==> config.mk <==
export PLATFORM = sky130hd
export DESIGN_NAME = wb_regfile
export DESIGN_NICKNAME = d
export VERILOG_FILES = /design/src/rtl/y86_pkg.sv /design/src/rtl/wb_status_fsm.sv /design/src/rtl/wb_regfile.sv
export SDC_FILE = /design/constraint.sdc
export NUM_CORES = 2
export LEC_CHECK = 0
export BUFFER_PORTS_ARGS = -buffer_cell sky130_fd_sc_hd__clkbuf_2
export CAP_MARGIN = 40
export CORE_MARGIN = 2
export CORE_UTILIZATION = 45
export DETAILED_ROUTE_END_ITERATION = 7
export PLACE_DENSITY = 0.62
export SLEW_MARGIN = 25
export SYNTH_ARGS = -nofsm -noshare
export SYNTH_HDL_FRONTEND = slang
export SYNTH_HIERARCHICAL = 1
export SYNTH_SLANG_ARGS = --single-unit
==> constraint.sdc <==
create_clock -name clk -period 5.7 [get_ports clk]
set_input_delay 0.285 -clock clk [delete_from_list [all_inputs] [get_ports clk]]
set_output_delay 0.285 -clock clk [all_outputs]
set_load 0.03 [all_outputs]
==> src/rtl/y86_pkg.sv <==
// Y86-64 encodings shared by the write-back, decode and forwarding logic.
package y86_pkg;

    localparam logic [2:0] SBUB = 3'd0;
    localparam logic [2:0] SAOK = 3'd1;
    localparam logic [2:0] SHLT = 3'd2;
    localparam logic [2:0] SADR = 3'd3;
    localparam logic [2:0] SINS = 3'd4;

    localparam logic [3:0] IHALT   = 4'h0;
    localparam logic [3:0] INOP    = 4'h1;
    localparam logic [3:0] ICMOVXX = 4'h2;
    localparam logic [3:0] IIRMOVQ = 4'h3;
    localparam logic [3:0] IRMMOVQ = 4'h4;
    localparam logic [3:0] IMRMOVQ = 4'h5;
    localparam logic [3:0] IOPQ    = 4'h6;
    localparam logic [3:0] IJXX    = 4'h7;
    localparam logic [3:0] ICALL   = 4'h8;
    localparam logic [3:0] IRET    = 4'h9;
    localparam logic [3:0] IPUSHQ  = 4'hA;
    localparam logic [3:0] IPOPQ   = 4'hB;

    localparam logic [3:0] RRSP  = 4'h4;
    localparam logic [3:0] RNONE = 4'hF;

    localparam int NREGS = 15;

    typedef enum logic {
        ST_RUN,
        ST_HALTED
    } wb_state_e;

    // Stat codes above INS are not architectural; they retire as INS.
    function automatic logic [2:0] stat_norm(input logic [2:0] s);
        return (s > SINS) ? SINS : s;
    endfunction

endpackage

==> src/rtl/wb_status_fsm.sv <==
// Run/halt tracking, final status latch and commit-enable decode for write-back.
//   state     | meaning
//   ST_RUN    | retiring instructions; AOK commits, any fault/halt stops
//   ST_HALTED | stopped; W inputs ignored until reset
module wb_status_fsm
    import y86_pkg::*;
(
    input  logic       clk,
    input  logic       rst_n,
    input  logic [2:0] W_stat,
    input  logic [3:0] W_icode,
    input  logic [3:0] W_dstE,
    input  logic [3:0] W_dstM,
    input  logic       W_Cnd,
    output logic [2:0] Stat,
    output logic       halted,
    output logic       wr_e_en,
    output logic       wr_m_en,
    output logic       cnt_en
);

    wb_state_e  state_q, state_d;
    logic [2:0] stat_q, stat_d;
    logic [2:0] stat_eff;
    logic       commit;

    assign stat_eff = stat_norm(W_stat);

    always_ff @(posedge clk or negedge rst_n) begin
        if (!rst_n) begin
            state_q <= ST_RUN;
            stat_q  <= SAOK;
        end else begin
            state_q <= state_d;
            stat_q  <= stat_d;
        end
    end

    always_comb begin
        state_d = state_q;
        stat_d  = stat_q;
        commit  = 1'b0;
        case (state_q)
            ST_RUN: begin
                if (stat_eff == SAOK) begin
                    commit = 1'b1;
                end else if (stat_eff != SBUB) begin
                    state_d = ST_HALTED;
                    stat_d  = stat_eff;
                end
            end
            ST_HALTED: begin
                state_d = ST_HALTED;
            end
            default: begin
                state_d = ST_RUN;
            end
        endcase
    end

    // A cmov whose condition failed still retires but leaves its destination alone.
    assign wr_e_en = commit && (W_dstE != RNONE) && !((W_icode == ICMOVXX) && !W_Cnd);
    assign wr_m_en = commit && (W_dstM != RNONE);
    assign cnt_en  = commit && (W_icode != INOP);

    assign Stat   = stat_q;
    assign halted = (state_q == ST_HALTED);

endmodule

==> src/rtl/wb_regfile.sv <==
// Y86-64 program register file on the write-back side: commits W results,
// serves the decode read ports and counts retired instructions.
module wb_regfile
    import y86_pkg::*;
#(
    parameter int          CNT_W         = 32,
    parameter logic [63:0] RSP_INIT      = 64'h0,
    parameter bit          WRITE_THROUGH = 1'b0
) (
    input  logic             clk,
    input  logic             rst_n,
    input  logic [2:0]       W_stat,
    input  logic [3:0]       W_icode,
    input  logic [63:0]      W_valE,
    input  logic [63:0]      W_valM,
    input  logic [3:0]       W_dstE,
    input  logic [3:0]       W_dstM,
    input  logic             W_Cnd,
    input  logic [3:0]       d_srcA,
    input  logic [3:0]       d_srcB,
    output logic [63:0]      d_rvalA,
    output logic [63:0]      d_rvalB,
    output logic [2:0]       Stat,
    output logic             halted,
    output logic [CNT_W-1:0] retired_count,
    input  logic [3:0]       dbg_addr,
    output logic [63:0]      dbg_data
);

    logic [63:0]      regs [NREGS];
    logic [CNT_W-1:0] cnt_q;
    logic             wr_e_en, wr_m_en, cnt_en;

    wb_status_fsm u_status (
        .clk     (clk),
        .rst_n   (rst_n),
        .W_stat  (W_stat),
        .W_icode (W_icode),
        .W_dstE  (W_dstE),
        .W_dstM  (W_dstM),
        .W_Cnd   (W_Cnd),
        .Stat    (Stat),
        .halted  (halted),
        .wr_e_en (wr_e_en),
        .wr_m_en (wr_m_en),
        .cnt_en  (cnt_en)
    );

    // M is written last so it wins when both ports target the same id (popq %rsp).
    always_ff @(posedge clk or negedge rst_n) begin
        if (!rst_n) begin
            for (int i = 0; i < NREGS; i++) begin
                regs[i] <= (i == int'(RRSP)) ? RSP_INIT : 64'h0;
            end
        end else begin
            if (wr_e_en) regs[W_dstE] <= W_valE;
            if (wr_m_en) regs[W_dstM] <= W_valM;
        end
    end

    always_ff @(posedge clk or negedge rst_n) begin
        if (!rst_n) begin
            cnt_q <= '0;
        end else if (cnt_en && (cnt_q != {CNT_W{1'b1}})) begin
            cnt_q <= cnt_q + 1'b1;
        end
    end

    function automatic logic [63:0] rd_port(input logic [3:0] addr, input logic bypass);
        logic [63:0] v;
        v = 64'h0;
        if (addr != RNONE) v = regs[addr];
        if (bypass && WRITE_THROUGH) begin
            if (wr_m_en && (addr == W_dstM))      v = W_valM;
            else if (wr_e_en && (addr == W_dstE)) v = W_valE;
        end
        return v;
    endfunction

    assign d_rvalA       = rd_port(d_srcA, 1'b1);
    assign d_rvalB       = rd_port(d_srcB, 1'b1);
    assign dbg_data      = rd_port(dbg_addr, 1'b0);
    assign retired_count = cnt_q;

endmodule

==> impl_metrics.csv <==
group,metric,value,unit
run_status,status,"finished with violations",
run_status,violations,"design-rule violations",
yosys,ys_warn_count,6,
sta,grt_setup_unrepaired,"no",
yosys,synthCells,6609,
yosys,synth-edff-count,0,
clock_network,clk_latency,0.75,ns
grt,antenna_found_initial,29,
sta,slew_headroom,28.5,%
yosys,yosysTopAreaCell,"dfrtp_1",
sta,fin_ws,2.17,ns
sta,period_needed,3.53,ns
route,drc,1,
route,drt-initial-drc-count,7018,
critical_path,crit_arrival,4.14,ns
die,coreArea,154000,um^2
clock_network,cts_tree,"yes",
sta,hold_violations,0,
clock_network,htreeDepth,3,
sta,max_freq,284,MHz
sta,final.setup.tns,0,ns
yosys,synthAdderAreaFrac,0.0180,%
route,drtAntennaViolNets,0,
sta,fin_crit_sh,61.9,%
yosys,synth_seq_cells,996,
die,die_y,397,um
placement,dpl-instance-area,72600,um^2
yosys,ys_seq_area_share,35.9,%
sta,tightest_slew,1.07,ns
critical_path,path_class,"flop to flop",
grt,grt_max_degree,137,
yosys,syn_area,69400,um^2
sta,fin_skew,0.0284,ns
route,drt-pass1-iter-count,8,
die,io-pin-count,386,
cells_and_area,postLayoutCoreUtil,50.4,%
clock_network,path_clk_slew,0.06,ns
grt,overflow,0,
yosys,synthMuxAreaShare,38.5,%
die,start_util,45.2,%
sta,setup_viol,0,
cells_and_area,synthToLayoutAreaGrowth,11.6,%
yosys,syn_avg_cell_area,10.5,um^2
sta,slew_violations,0,
critical_path,endpoint_kind,"flop",
yosys,ys_top_cells_by_area,"dfrtp_1 36%, mux4_2 19%, mux2i_1 19%, a21oi_1 5.1%, nand2_1 3.3%",
route,totalWireLength,261,mm
power,vdd_ir_drop_max,0.222,mV
route,vias,57100,
power,p_leak,0.0341,uW
critical_path,critPathMaxStageDelay,0.63,ns
die,num_rows,144,
sta,whs,0.0518,ns
cells_and_area,fillCellCount,13800,
die,die_area,157000,um^2
yosys,async_flop_share,100,%
yosys,synthXorXnorAreaFrac,0.352,%
route,avgViaCountPerCell,6.53,
cells_and_area,drive_gt1_share,20.4,%
critical_path,crit_fanout,28,
placement,io_buffers,385,
placement,place.gp.congestion,0.830,
cells_and_area,finalNetCount,6746,
placement,post-place-ws,2.15,ns
clock_network,numCtsBuffers,115,
yosys,ys_types,56,
clock_network,clk_path_buf_depth,3,
power,p_per_area,214,nW/um^2
clock_network,cts_resized,0,
route,wl_per_cell,29.9,um
yosys,syn-num-nets,6768,
critical_path,crit_path_cell_trace,"inv_1 -> nand3_1 -> nor2_1 -> nor3b_2 -> and3_4 -> buf_4 -> mux2i_1 -> a21oi_1",
yosys,yosysMostFrequentCell,"mux2i_1",
hold_path,hold_class,"primary input to flop",
cells_and_area,stdcell_area,77400,um^2
yosys,synth_compound_area_share,11.7,%
clock_network,cts_root_buffer,"clkbuf_16",
yosys,synth_top_area_share,35.9,%
yosys,yosys-top-cells-count,"1325 x mux2i_1, 995 x dfrtp_1, 705 x a21oi_1, 605 x nand2_1, 596 x mux4_2",
die,dieWidth,397,um
critical_path,cp.required,6.31,ns
grt,grt_pass1_vias,55700,
clock_network,cts_sinks,996,
yosys,synth_top_family_by_area,"multiplexers",
grt,grt_pass1_wl,385,mm
critical_path,startpoint_type,"flop",
critical_path,cp_slowest_cell,"buf_4",
yosys,synthSimpleGateAreaFrac,8.61,%
yosys,ys.flop_type,"dfrtp_1",
run,drv_cap,0,
placement,hpwl,151,mm
grt,grt_usage,32.8,%
[logic make-up (layout without fill, tap and decap cells)]
group                      Yosys count  in the layout
muxes                             1923           1923
other                                0             13
xor gates and xnor gates            27             27
adders and majority gates            1              1
AOI/OAI and AO/OA                 1507           1507
DFF                                996            996
and+or+nand+nor                   1413           1413
buffers and inverters              742            817
[timing repair]
action / in CTS / in global routing
hold buffers: 67 / 0
hold endpoints to repair: 801 / 0
setup buffers: 0 / 0
[area by class of cell]
cell class / instances / area (um^2) / area share [%]
multi-input cells: 4871 / 41200 / 53.2
flip-flops and latches: 996 / 24900 / 32.2
repair buffers: 599 / 4750 / 6.14
clock buffers: 174 / 3450 / 4.46
well taps: 2044 / 2560 / 3.30
clock inverters: 40 / 477 / 0.616
diodes: 13 / 32.5 / 0.0420
inverters: 4 / 15.0 / 0.0194
[per-layer routing]
| metal | GRT usage, % | up-vias | part of all wire (%) |
|---|---|---|---|
| met4 | 14.8 | 30 | 4.7 |
| met2 | 50.3 | 3458 | 45 |
| met1 | 44.7 | 28600 | 40 |
| met5 | 0 | - | 0.14 |
| li1 | - | 24400 | - |
| met3 | 7.02 | 670 | 10 |
[where the power goes]
| part | switching (uW) | internal (uW) | leakage, uW |
|---|---|---|---|
| logic | 1240 | 454 | 0.0182 |
| clock network | 3260 | 4560 | 0.00195 |
| registers | 0 | 7070 | 0.0139 |
| total | 4500 | 12100 | 0.0341 |
[sequential cells by signal (all words and copies together) (netlist names)]
name	flops
u_status/Stat	3
u_status/halted	1
retired_count	32
regs	960
[through the flow]
stage               power [uW]  cells
finish                   16600   8741
global route             17000   8737
CTS                      16600   8721
detailed placement        8820   8440
global placement          8800   8422
floorplan                 8090   6609
[cells in the final DEF (no fill, tap or decap), types with 13 or more instances in the layout]
cell type,n
dfrtp_1,995
o22ai_1,44
clkbuf_16,117
buf_4,82
buf_16,17
clkbuf_2,372
nand2_1,599
clkbuf_8,32
nor2_1,590
mux4_2,596
a21oi_1,705
clkinv_2,24
mux2i_1,1325
nand4_1,14
clkbuf_1,26
a211oi_1,127
nand3_1,18
buf_12,47
o21ai_0,420
dlygate4sd3_1,67
nor2b_1,129
diode_2,13
o211ai_1,46
xnor2_1,21
o21ai_1,157
[final timing paths]
| kind | depth (start not counted) | from | slack (ns) | to |
|---|---|---|---|---|
| hold / removal | 3 | W_valM[37] | 0.05 | regs[677] |
| max in group asynchronous | 3 | rst_n | 3.97 | regs[804] |
| setup reg to reg | 8 | u_status/halted | 2.17 | regs[733] |
| min in group asynchronous | 2 | rst_n | 0.20 | regs[515] |
| hold reg to reg | 2 | u_status/Stat[0] | 0.48 | u_status/Stat[0] |
| setup / recovery | 8 | u_status/halted | 2.17 | regs[733] |
[critical path, delay by kind of cell, from the launching register on]
kind                   cells  cell delay, ns
AOI/OAI and AO/OA          1            0.09
muxes                      1            0.27
and+or+nand+nor            4            1.74
DFF                        1            0.41
buffers and inverters      2            0.79
(Power assumes the default switching activity.)
